## config.mk

```make
export PLATFORM = sky130hd
export DESIGN_NAME = bridge_window_ctrl_flat
export DESIGN_NICKNAME = d
export VERILOG_FILES = /design/src/rtl/bridge_window_if.sv /design/src/rtl/bridge_window_ctrl.sv /design/src/flat_wrapper.sv
export SDC_FILE = /design/constraint.sdc
export NUM_CORES = 1
export LEC_CHECK = 0
export ABC_AREA = 1
export CORE_MARGIN = 1.5
export CORE_UTILIZATION = 40
export DETAILED_ROUTE_END_ITERATION = 7
export GPL_TIMING_DRIVEN = 0
export PLACE_DENSITY = 0.75
export SLEW_MARGIN = 25
export SYNTH_ARGS = -nofsm -noshare
export SYNTH_HDL_FRONTEND = slang
export SYNTH_SLANG_ARGS = --single-unit
```

## constraint.sdc

```tcl
create_clock -name clk -period 1.4 [get_ports clk]
set_input_delay 0.35 -clock clk [delete_from_list [all_inputs] [get_ports clk]]
set_output_delay 0.35 -clock clk [all_outputs]
set_load 0.02 [all_outputs]
```

## src/rtl/bridge_window_if.sv

```systemverilog
// C64-side bus and bridge-RAM port bundle for bridge_window_ctrl.
// The slave modport is the controller's view; master is the bus/RAM environment.
interface bridge_window_if;
  logic        phi2_in;
  logic [15:0] c64_addr;
  logic        c64_rw;
  logic [7:0]  c64_data_in;
  logic        win_enable;
  logic [7:0]  c64_data_out;
  logic        c64_data_oe;
  logic [7:0]  ram_addr;
  logic [7:0]  ram_din;
  logic [7:0]  ram_dout;
  logic        ram_en;
  logic        ram_we;

  modport master (
    output phi2_in, c64_addr, c64_rw, c64_data_in, win_enable, ram_dout,
    input  c64_data_out, c64_data_oe, ram_addr, ram_din, ram_en, ram_we
  );

  modport slave (
    input  phi2_in, c64_addr, c64_rw, c64_data_in, win_enable, ram_dout,
    output c64_data_out, c64_data_oe, ram_addr, ram_din, ram_en, ram_we
  );
endinterface

```

## src/rtl/bridge_window_ctrl.sv

```systemverilog
// Maps a 256-byte page of the C64 address space onto a bridge RAM, one access
// per phi2 cycle, with phi2 synchronised into the clk domain.
module bridge_window_ctrl #(
  parameter logic [7:0] WIN_PAGE   = 8'hDE,
  parameter int         SETTLE_CYC = 2
) (
  input  logic            clk,
  input  logic            rst,
  bridge_window_if.slave  bus,
  output logic [15:0]     hit_count,
  output logic [2:0]      state_dbg
);

  typedef enum logic [2:0] {
    IDLE, SETTLE, RD_ISSUE, RD_WAIT, RD_DRIVE, WR_WAIT, WR_COMMIT, MISS_WAIT
  } state_t;

  state_t      state, state_nxt;
  logic [2:0]  sync_q;
  logic [1:0]  fill;
  logic        armed;
  logic        rise, fall;
  logic [3:0]  cnt, cnt_nxt;
  logic [7:0]  addr_q, wdata_q, rdata_q;
  logic [15:0] hit_cnt;
  logic        hit_now;
  logic        sample, wr_cap, rd_cap, cnt_inc;
  logic        ram_en_c, ram_we_c, oe_c;

  // A rise is only honoured once phi2 has been seen low after reset, so a
  // phi2 that is already high at reset release is not mistaken for a new cycle.
  always_ff @(posedge clk) begin
    if (rst) begin
      sync_q <= '0;
      fill   <= '0;
      armed  <= 1'b0;
    end else begin
      sync_q <= {sync_q[1:0], bus.phi2_in};
      if (fill != 2'd3) fill <= fill + 2'd1;
      else if (!sync_q[1]) armed <= 1'b1;
    end
  end

  assign rise    = armed & sync_q[1] & ~sync_q[2];
  assign fall    = ~sync_q[1] & sync_q[2];
  assign hit_now = bus.win_enable && (bus.c64_addr[15:8] == WIN_PAGE);

  always_ff @(posedge clk) begin
    if (rst) begin
      state <= IDLE;
      cnt   <= '0;
    end else begin
      state <= state_nxt;
      cnt   <= cnt_nxt;
    end
  end

  always_comb begin
    state_nxt = state;
    cnt_nxt   = cnt;
    ram_en_c  = 1'b0;
    ram_we_c  = 1'b0;
    oe_c      = 1'b0;
    sample    = 1'b0;
    wr_cap    = 1'b0;
    rd_cap    = 1'b0;
    cnt_inc   = 1'b0;
    case (state)
      IDLE: begin
        if (rise) begin
          state_nxt = SETTLE;
          cnt_nxt   = 4'(SETTLE_CYC - 1);
        end
      end
      SETTLE: begin
        if (fall) begin
          state_nxt = IDLE;
        end else if (cnt == 4'd0) begin
          sample = 1'b1;
          if (!hit_now)         state_nxt = MISS_WAIT;
          else if (bus.c64_rw)  state_nxt = RD_ISSUE;
          else begin
            state_nxt = WR_WAIT;
            wr_cap    = 1'b1;
          end
        end else begin
          cnt_nxt = cnt - 4'd1;
        end
      end
      RD_ISSUE: begin
        ram_en_c  = 1'b1;
        state_nxt = fall ? IDLE : RD_WAIT;
      end
      RD_WAIT: begin
        rd_cap = 1'b1;
        if (fall) state_nxt = IDLE;
        else begin
          state_nxt = RD_DRIVE;
          cnt_inc   = 1'b1;
        end
      end
      RD_DRIVE: begin
        oe_c = 1'b1;
        if (fall) state_nxt = IDLE;
      end
      // Stop capturing once the fall is visible: the bus data is no longer valid.
      WR_WAIT: begin
        if (fall) state_nxt = WR_COMMIT;
        else      wr_cap    = 1'b1;
      end
      WR_COMMIT: begin
        ram_en_c  = 1'b1;
        ram_we_c  = 1'b1;
        cnt_inc   = 1'b1;
        state_nxt = IDLE;
      end
      MISS_WAIT: begin
        if (fall) state_nxt = IDLE;
      end
      default: state_nxt = IDLE;
    endcase
  end

  always_ff @(posedge clk) begin
    if (rst) begin
      addr_q  <= '0;
      wdata_q <= '0;
      rdata_q <= '0;
      hit_cnt <= '0;
    end else begin
      if (sample)  addr_q  <= bus.c64_addr[7:0];
      if (wr_cap)  wdata_q <= bus.c64_data_in;
      if (rd_cap)  rdata_q <= bus.ram_dout;
      if (cnt_inc) hit_cnt <= hit_cnt + 16'd1;
    end
  end

  assign bus.ram_en       = ram_en_c;
  assign bus.ram_we       = ram_we_c;
  assign bus.ram_addr     = addr_q;
  assign bus.ram_din      = wdata_q;
  assign bus.c64_data_out = rdata_q;
  assign bus.c64_data_oe  = oe_c;
  assign hit_count        = hit_cnt;
  assign state_dbg        = state;

endmodule

```

## src/flat_wrapper.sv

```systemverilog
// flat-port wrapper written by rule: the top's interface ports become plain ports
module bridge_window_ctrl_flat 
#(
  parameter logic [7:0] WIN_PAGE   = 8'hDE,
  parameter int         SETTLE_CYC = 2
)
  (clk, rst, hit_count, state_dbg, bus_phi2_in, bus_c64_addr, bus_c64_rw, bus_c64_data_in, bus_win_enable, bus_ram_dout, bus_c64_data_out, bus_c64_data_oe, bus_ram_addr, bus_ram_din, bus_ram_en, bus_ram_we);
  bridge_window_if bus_i ();
  input  logic clk;
  input  logic rst;
  output logic [15:0] hit_count;
  output logic [2:0] state_dbg;
  input wire logic [$bits(bus_i.phi2_in)-1:0] bus_phi2_in;
  input wire logic [$bits(bus_i.c64_addr)-1:0] bus_c64_addr;
  input wire logic [$bits(bus_i.c64_rw)-1:0] bus_c64_rw;
  input wire logic [$bits(bus_i.c64_data_in)-1:0] bus_c64_data_in;
  input wire logic [$bits(bus_i.win_enable)-1:0] bus_win_enable;
  input wire logic [$bits(bus_i.ram_dout)-1:0] bus_ram_dout;
  output wire logic [$bits(bus_i.c64_data_out)-1:0] bus_c64_data_out;
  output wire logic [$bits(bus_i.c64_data_oe)-1:0] bus_c64_data_oe;
  output wire logic [$bits(bus_i.ram_addr)-1:0] bus_ram_addr;
  output wire logic [$bits(bus_i.ram_din)-1:0] bus_ram_din;
  output wire logic [$bits(bus_i.ram_en)-1:0] bus_ram_en;
  output wire logic [$bits(bus_i.ram_we)-1:0] bus_ram_we;
  assign bus_i.phi2_in = bus_phi2_in;
  assign bus_i.c64_addr = bus_c64_addr;
  assign bus_i.c64_rw = bus_c64_rw;
  assign bus_i.c64_data_in = bus_c64_data_in;
  assign bus_i.win_enable = bus_win_enable;
  assign bus_i.ram_dout = bus_ram_dout;
  assign bus_c64_data_out = bus_i.c64_data_out;
  assign bus_c64_data_oe = bus_i.c64_data_oe;
  assign bus_ram_addr = bus_i.ram_addr;
  assign bus_ram_din = bus_i.ram_din;
  assign bus_ram_en = bus_i.ram_en;
  assign bus_ram_we = bus_i.ram_we;
  bridge_window_ctrl #(.WIN_PAGE(WIN_PAGE), .SETTLE_CYC(SETTLE_CYC)) u_core (.clk(clk), .rst(rst), .bus(bus_i), .hit_count(hit_count), .state_dbg(state_dbg));
endmodule
```

Word level (Yosys, flattened, before mapping)
Cells that the tools add are included.
- word-level logic and storage cells: 70
- input port bits: 37
- bits in latches: 0
- output and inout port bits: 46
- bits in read-only memories: 0
- memories kept: 0
- memory bits (writable): 0
- flip-flop bits (word level): 53
- multiply operators: 0
- bitwise logic cells: 6
- reduce and logical (&&, ||, !) cells: 9
- equality and inequality tests: 15
- divide/modulo/power cells: 0
- add/subtract/negate cells: 3
- mux-type cells: 28
- order comparisons: 0
- shift operators: 0
- operators with widths (cell ; number):
    $mux W3 ; 8
    $pmux W3 S7 ; 1
    $add A16 B1 Y16 const B ; 1
    $eq A3 B3 Y1 const B ; 4
    $mux W1 ; 12
    $mux W4 ; 3
    $eq A8 B8 Y1 const B ; 1
    $pmux W4 S2 ; 1
    $reduce_and A4 Y1 ; 2
    $eq A3 B2 Y1 const B ; 2
    $ne A2 B1 Y1 const B ; 3
    $ne A2 B2 Y1 const B ; 3
    $logic_not A4 Y1 ; 1
    $pmux W1 S2 ; 2
    $reduce_or A2 Y1 ; 2
    $sub A4 B1 Y4 const B ; 1
    $and A1 B1 Y1 ; 3
    $eq A3 B1 Y1 const B ; 1
    $logic_not A3 Y1 ; 1
    $ne A3 B1 Y1 const B ; 1
    $not A1 Y1 ; 3
    $add A2 B1 Y2 const B ; 1
    $mux W2 ; 1
    $reduce_and A2 Y1 ; 1
    2 further kinds ; 2

Depth between registers and ports, before layout
Gate-level depths: netlist of run 1.
- depth in word-level cells: 6
- gate-level depth with buffers: 10
- gate-level depth less buffers: 10

Least setup slack after synthesis of run 1
No wires, ideal clock.
- kind: reg2reg
- start: reg u_core.state[1] (netlist: u_core.state_dbg[1])
- end: reg u_core.hit_cnt[15] (netlist: u_core.hit_count[15])
- setup time: 0.113 ns
- path buffers: 0
- data required time: 1.287 ns
- path slack: -0.402 ns
- cell stages (with the launch flop): 10
- data arrival time: 1.689 ns
- period minus slack after synthesis: 1.802 ns
- path through: dfxtp_1 inv_2 nor2_1 nand2_1 nand2_4 nand2_2 nor2_4 nand2_2 nor2_1 nor2_1
- word-level cells in the longest chain between the ends: 2
- elaborated cells between the ends (all ways): 3
- those cells by class: 2 x eq/ne; 1 x mux
- ends and longest elaborated chain (what ; RTL line ; RTL):
    from (decl) ; bridge_window_ctrl.sv:18 ; state_t state, state_nxt;
    from (signal assigned) ; bridge_window_ctrl.sv:53 ; state <= state_nxt;
    $eq A3 B3 Y1 or $eq A3 B2 Y1 (tied branches) ; bridge_window_ctrl.sv:68 ; case (state)
    $pmux W1 S2 (*) ; bridge_window_ctrl.sv:68 ;
    to (signal assigned) ; bridge_window_ctrl.sv:134 ; if (cnt_inc) hit_cnt <= hit_cnt + 16'd1;
    to (decl) ; bridge_window_ctrl.sv:25 ; logic [15:0] hit_cnt;
Every way passes the cells marked *; elsewhere a longest branch is shown, timed or not.
A chain may end at the register's enable or synchronous reset.

Worst setup path in the final report of run 1
- start: reg u_core.state[0] (netlist: u_core.state_dbg[0])
- end: reg u_core.wdata_q[5] (netlist: u_core.bus.ram_din[5])
- word-level cells in the longest chain between the ends: 2
- elaborated cells between the ends (all ways): 3
- those cells by class: 2 x eq/ne; 1 x mux
- ends and longest elaborated chain (what ; RTL line ; RTL):
    $eq A3 B3 Y1 or $eq A3 B1 Y1 (tied branches) ; bridge_window_ctrl.sv:68 ;
    $pmux W1 S2 (*) ; bridge_window_ctrl.sv:68 ;
    to (signal assigned) ; bridge_window_ctrl.sv:132 ; if (wr_cap) wdata_q <= bus.c64_data_in;
    to (decl) ; bridge_window_ctrl.sv:24 ; logic [7:0] addr_q, wdata_q, rdata_q;
Marks and branches as above.

==> summary.md, run 1 <==
| Metric | Value |
|---|---|
| Vias per cell | 4.77 |
| First-pass GRT wire length | 10.1 mm |
| Largest stage delay, worst path | 370 ps |
| CP Capture Type | register |
| Setup WS post-layout | -159 ps |
| WP buf/inv | 4 |
| DRC | 0 |
| Grt ovf | 0 |
| Ys flop type | dfxtp_1 |
| Area grow syn2layout | 58.3% |
| Iter 0 DRT Violations | between 60 and 70 |
| Total CTS buffers | 5 |
| DP Area | ~3300 um^2 |
| Worst vdd ir | 0.000586 V |
| RePlAce Congestion | just under 0.9 |
| Vias in the first global route | 2384 |
| Nets | 491 |
| Critical-path top delay cell | dfxtp_4 |
| Number of setup violations in the final report | 24 |
| Crit path kind | reg -> reg |
| Synth Area per Inst | approximately 7.0 um^2 |
| Clock latency on the worst-skew pair | 310 ps |
| Hold WC Path Type | reg -> reg |
| Post-synth EDFFs | 0 |
| Most common cell in the synthesized netlist | nor2_1 |
| Cell leakage power | 1.69 nW |
| Largest area contributor in the netlist | dfxtp_1 |
| Reg clk slew, reported paths | 90 ps |
| Post-Layout Cell Count | about 520 |
| Overall Global Routing Usage | 0.196 |
| Commonest cells in the netlist | nor2_1 (80), dfxtp_1 (53), nand2_1 (52) |
| RSZ-0062 raised after global routing | true |
| Die ar. | 6370 um^2 |
| Final Hold Viols | 0 |
| CTS sink count | 53 |
| Top cells by area, synth | dfxtp_1 (45%), nor2_1 (13%), nand2_1 (8.3%), a21oi_1 (5.9%), o21ai_0 (5.9%) |
| Post-Syn Instances | around 340 |
| Worst setup SP type | register |
| Initial antenna violation count | 0 |
| Initial Utilization | 0.421 |
| Period utilization | 1.11 |
| Synthesized Nets | approximately 380 |
| Fill cell count | 533 |
| Register area | 1080 um^2 |
| CTS tree | yes |
| Hold Buf Count CTS | 0 |
| Fin Clk Skew | ~10 ps |
| Synth Cell Area | 2360 um^2 |
| Synthesized flop and latch total | 53 |
| Pwr/cell area | approximately 1400 nW/um^2 |
| First-pass iteration count of the detailed router | 4 |
| Crit path time final | 1560 ps |
| CORE AREA | 5610 um^2 |
| Worst path required time | 1600 ps |
| Synth Warn # | 0 |
| WL/cell | 12.1 um |
| Port Buffers | 81 |
| Layout cells sized above 1 | 0.277 |
| DRT Wirelength | 6.34 mm |
| Failing checks | negative setup slack |
| Unique masters post-synth | 23 |
| Via count | 2499 |
| Total power | 5.07 mW |
| Max_cap viols | 0 |
| H-tree depth reported by CTS | 2 |
| Die width | 79.8 um |
| Status | finished, violations left |
| Top-area cell type share of the netlist area | 0.449 |
| Multi-input gate area | 1270 um^2 |
| Maximum net fanout on the critical path | 7 |
| Post-route cell area | between 3000 and 4000 um^2 |
| Number of diodes | 0 |
| Row count | 27 |
| Worst Path Arrival | around 1800 ps |
| Async SR Flop Fraction | 0 |
| Dpl cells | around 500 |
| Max Slew Vio Count | 0 |
| Critical path, cell by cell | buf_4, inv_4, nor2_4, nand2_4, clkinv_4, nand2_8, o21bai_4, buf_6, nand3_2, nand2_1, nor2_1 |
| Post-route ant nets | 0 |
| Worst-margin pin slew | between 400 and 500 ps |
| Relative slew slack | 0.712 |
| Largest net degree at the start of global routing | 16 |
| Hpwl dp | 4.23 mm |
| Clock Tree Buf Depth | 2 |
| Cell family with most CP delay | buffers and inverters |
| Chip Height | around 80 um |
| F_max | 0.642 GHz |
| IO Count | 83 |
| Post-synthesis sequential area ratio | 0.449 |
| Root Buffer | clkbuf_8 |
[layout by cell type (no fill, tap or decap), drive strengths merged]
master,count
clkbuf,18
inv,38
nor2,83
nand3,20
dlygate4sd2,32
bufinv,1
nand4,3
clkinv,1
xnor2,1
o21a,2
o21bai,1
a21oi,28
o21ai,28
clkinvlp,1
nand2,58
clkdlybuf4s50,27
xor2,2
dfxtp,53
buf,35
nor3,6
ha,3
clkdlybuf4s15,11
[what timing repair did]
action | CTS | global route
pin swaps | 8 | 16
gates resized for setup | 117 | 54
setup buffers | 17 | 9
endpoints found under the setup margin | 82 | 56
gates cloned | 1 | 0
[stage by stage]
| stage | setup WS, ps | hold slack [ps] | util | TNS, ps |
|---|---|---|---|---|
| after global routing | -257 | 442 | 0.666 | -4740 |
| final | -159 | 416 | 0.666 | -1610 |
| after CTS | -148 | 416 | 0.643 | -1410 |
| after global placement | -478 | 388 | 0.588 | -7710 |
| after floorplan | -51.2 | 388 | - | -249 |
| after detailed placement | -508 | 403 | 0.588 | -8060 |
[final timing paths]
| kind | startpoint | end | slack [ps] | cells after the start |
|---|---|---|---|---|
| worst max-delay path | u_core.state_dbg[0] | u_core.bus.ram_din[5] | -160 | 11 |
| worst min-delay path | u_core.sync_q[0] | u_core.sync_q[1] | 420 | 2 |
| worst max register to register | u_core.state_dbg[0] | u_core.bus.ram_din[5] | -160 | 11 |
| worst min register to register | u_core.sync_q[0] | u_core.sync_q[1] | 420 | 2 |
[power breakdown]
part / total, mW / switching, mW / internal [mW]
sequential: 1.79 / 0.109 / 1.69
combinational: 2.21 / 1.19 / 1.02
clock: 1.06 / 0.481 / 0.583
total: 5.07 / 1.78 / 3.29
[flip-flops by register name (all words and copies together), names as in the netlist]
| register | cells |
|---|---|
| u_core.cnt | 4 |
| u_core.armed | 1 |
| u_core.bus.c64_data_out | 8 |
| u_core.bus.ram_din | 8 |
| u_core.sync_q | 3 |
| u_core.bus.ram_addr | 8 |
| u_core.fill | 2 |
| u_core.hit_count | 16 |
| u_core.state_dbg | 3 |
[final cells by class]
type | instances | area share
timing repair buffer | 108 | 0.261
multi-input combinational | 235 | 0.340
sequential | 53 | 0.290
tap | 72 | 0.0241
inverter | 40 | 0.0432
buffer | 8 | 0.0110
clock inverter | 1 | 0.00803
clock buffer | 7 | 0.0231
[worst min-delay path: cells and delay by family (launching register included)]
kind	cells	cell delay, ps
simple gates	1	30
buf+inv	1	40
flops	1	310
[routing by layer]
layer,track usage,share of wire
met1,0.227,0.44
met5,0,0
met3,0.0423,0.047
met4,0.0862,0.024
met2,0.346,0.49
[kinds of logic (layout without fill, tap and decap cells)]
group / count (synthesis) / after routing / share of synthesized area
XOR/XNOR: 3 / 3 / 0.0111
adder cells (fa/ha/maj): 3 / 3 / 0.0159
AND/OR/NAND/NOR: 170 / 170 / 0.309
flip-flops: 53 / 53 / 0.449
AO/OA/AOI/OAI: 59 / 59 / 0.133
buffers and inverters: 48 / 164 / 0.0811
No activity file was read; power rests on OpenSTA's default activity.
==> inputs of run 2 (changes only) <==
Settings changed: CORE_ASPECT_RATIO set to 0.5, PLACE_DENSITY 0.75 to 0.8.
==> summary.md, run 2 (synthesized netlist as in run 1, its figures left out) <==
| Metric | Value |
|---|---|
| Status | finished, violations left |
| Failing checks | negative setup slack |
| Crit path time final | 1480 ps |
| Critical Path Start | u_core.state_dbg[1] |
| Most common cell after layout, fill and taps aside | nor2_1 |
| Most frequent cells in the layout | nor2_1 (65), nand2_1 (46), dlygate4sd2_1 (42), dfxtp_1 (42), inv_1 (28) |
| CTS sink count | 53 |
| Max reg flops | 16 |
| Area grow syn2layout | 57.9% |
| Clock latency on the worst-skew pair | around 290 ps |
| WL/cell | 12.3 um |
| F_max | 0.677 GHz |
| Chip Height | 57.3 um |
| Worst setup SP type | register |
| RePlAce Congestion | slightly below 0.8 |
| Vias in the first global route | 2256 |
| Dpl cells | just under 500 |
| R2R depth | 9 |
| Clock Tree Buf Depth | 2 |
| Row count | 19 |
| Max_cap viols | 0 |
| CTS tree | yes |
| Hpwl dp | 4.04 mm |
| DRT Wirelength | 6.45 mm |
| Hold WC Path Type | reg -> reg |
| Maximum net fanout on the critical path | 6 |
| Nets | 489 |
| Via count | between 2k and 2.5k |
| Final Hold Viols | 0 |
| Root Buffer | clkbuf_16 |
| Grt ovf | 0 |
| Die ar. | 6400 um^2 |
| WHS | 417 ps |
| Post-Layout Cell Count | 523 |
| Post-route ant nets | 0 |
| Critical path, cell by cell | inv_4, nor2_4, nand2_2, inv_2, buf_6 |
| Cell leakage power | between 1.5 and 2 nW |
| Relative slew slack | 0.697 |
| Worst vdd ir | 0.000788 V |
| First-pass iteration count of the detailed router | 4 |
| Critical-path top delay cell | dfxtp_4 |
| Setup TNS | -421 ps |
| Initial antenna violation count | 0 |
| Iter 0 DRT Violations | between 100 and 150 |
| Initial Utilization | 0.423 |
| Hold Buf Count CTS | 0 |
| First-pass GRT wire length | 10.1 mm |
| DRC | 0 |
| Fin Clk Skew | 3.96 ps |
| Pwr/cell area | 1360 nW/um^2 |
| Worst R2R Setup Slack | -60 ps |
| Fill cell count | 454 |
| Overall Global Routing Usage | 0.193 |
| RSZ-0062 raised after global routing | true |
| Worst-margin pin slew | 455 ps |
| RR Endpoint | u_core.bus.ram_din[0] |
| DP Worst Slack | -565 ps |
| Setup WS post-layout | -78.2 ps |
| Worst Path Arrival | 1130 ps |
| Largest net degree at the start of global routing | 17 |
| Layout cells sized above 1 | 0.251 |
| Number of diodes | 0 |
| Reg2reg start | u_core.cnt[1] |
| Worst setup path endpoint | bus_ram_we |
| Die width | 112 um |
| CORE AREA | 5590 um^2 |
| Max Slew Vio Count | 0 |
| Vias per cell | 4.76 |
| Total CTS buffers | 5 |
| H-tree depth reported by CTS | 2 |
| IO Count | 83 |
| Period utilization | 1.06 |
| Port Buffers | 81 |
| Number of setup violations in the final report | 13 |
| Largest stage delay, worst path | 400 ps |
| Reg clk slew, reported paths | around 70 ps |
| CP Capture Type | output pin |
| Worst path required time | 1050 ps |
| Crit path kind | reg -> out |
-- run 2: critical path: cells and delay by family (launching register included) --
| kind | cells | cell delay, ps |
|---|---|---|
| and+or+nand+nor | 2 | 220 |
| DFF | 1 | 400 |
| buffers and inverters | 3 | 230 |
-- run 2: power breakdown --
part	total, mW	switching (mW)	leakage, nW	internal, mW
registers	1.82	0.133	0.435	1.69
clock network	1.20	0.540	0.0739	0.658
logic	2.07	1.15	1.24	0.919
total	5.09	1.82	1.75	3.27
-- run 2: metal layers --
layer | share of wire | global-route usage
met3 | 0.045 | 0.0446
met1 | 0.45 | 0.238
met5 | 0 | 0
met2 | 0.49 | 0.355
met4 | 0.011 | 0.0344
-- run 2: per-stage QoR --
stage / cell area (um^2) / total power [mW] / utilization
after detailed placement: 3300 / 3.33 / 0.591
final: 3730 / 5.09 / 0.667
after global routing: 3730 / 5.37 / 0.667
after CTS: 3590 / 4.80 / 0.643
after floorplan: 2400 / 2.84 / -
after global placement: 3300 / 3.30 / 0.591
-- run 2: how the worst min path moves through the flow --
stage | slack, ps | from | to | depth (start not counted)
2_1_floorplan | 390 | u_core.sync_q[0] | u_core.sync_q[1] | 2
4_1_cts | 420 | u_core.sync_q[0] | u_core.sync_q[1] | 2
6_report | 420 | u_core.sync_q[0] | u_core.sync_q[1] | 2
3_5_place_dp | 410 | u_core.sync_q[0] | u_core.sync_q[1] | 2
3_3_place_gp | 400 | u_core.sync_q[0] | u_core.sync_q[1] | 2
5_1_grt | 440 | u_core.sync_q[0] | u_core.sync_q[1] | 2
-- run 2: layout make-up --
class	instances	area [um^2]	share of cell area
clock inverters	3	16.3	0.00436
flip-flops and latches	53	1080	0.290
multi-input cells	235	1260	0.337
repair buffers	106	950	0.255
inverters	40	164	0.0440
plain buffers	8	42.5	0.0114
clock buffers	5	125	0.0336
well taps	73	91.3	0.0245
-- run 2: what timing repair did --
| item | 4_1_cts | 5_1_grt |
|---|---|---|
| setup buffers | 16 | 8 |
| cloned | 1 | 0 |
| endpoints found under the setup margin | 81 | 52 |
| resized for setup | 95 | 49 |
| hold endpoints to repair | 0 | 0 |
| pin swaps | 16 | 11 |
==> inputs of run 3 (changes only) <==
Settings changed: SLEW_MARGIN 25 to unset.
==> results of run 3 <==
The final DEF is identical to that of run 2; final timing and power are the same.
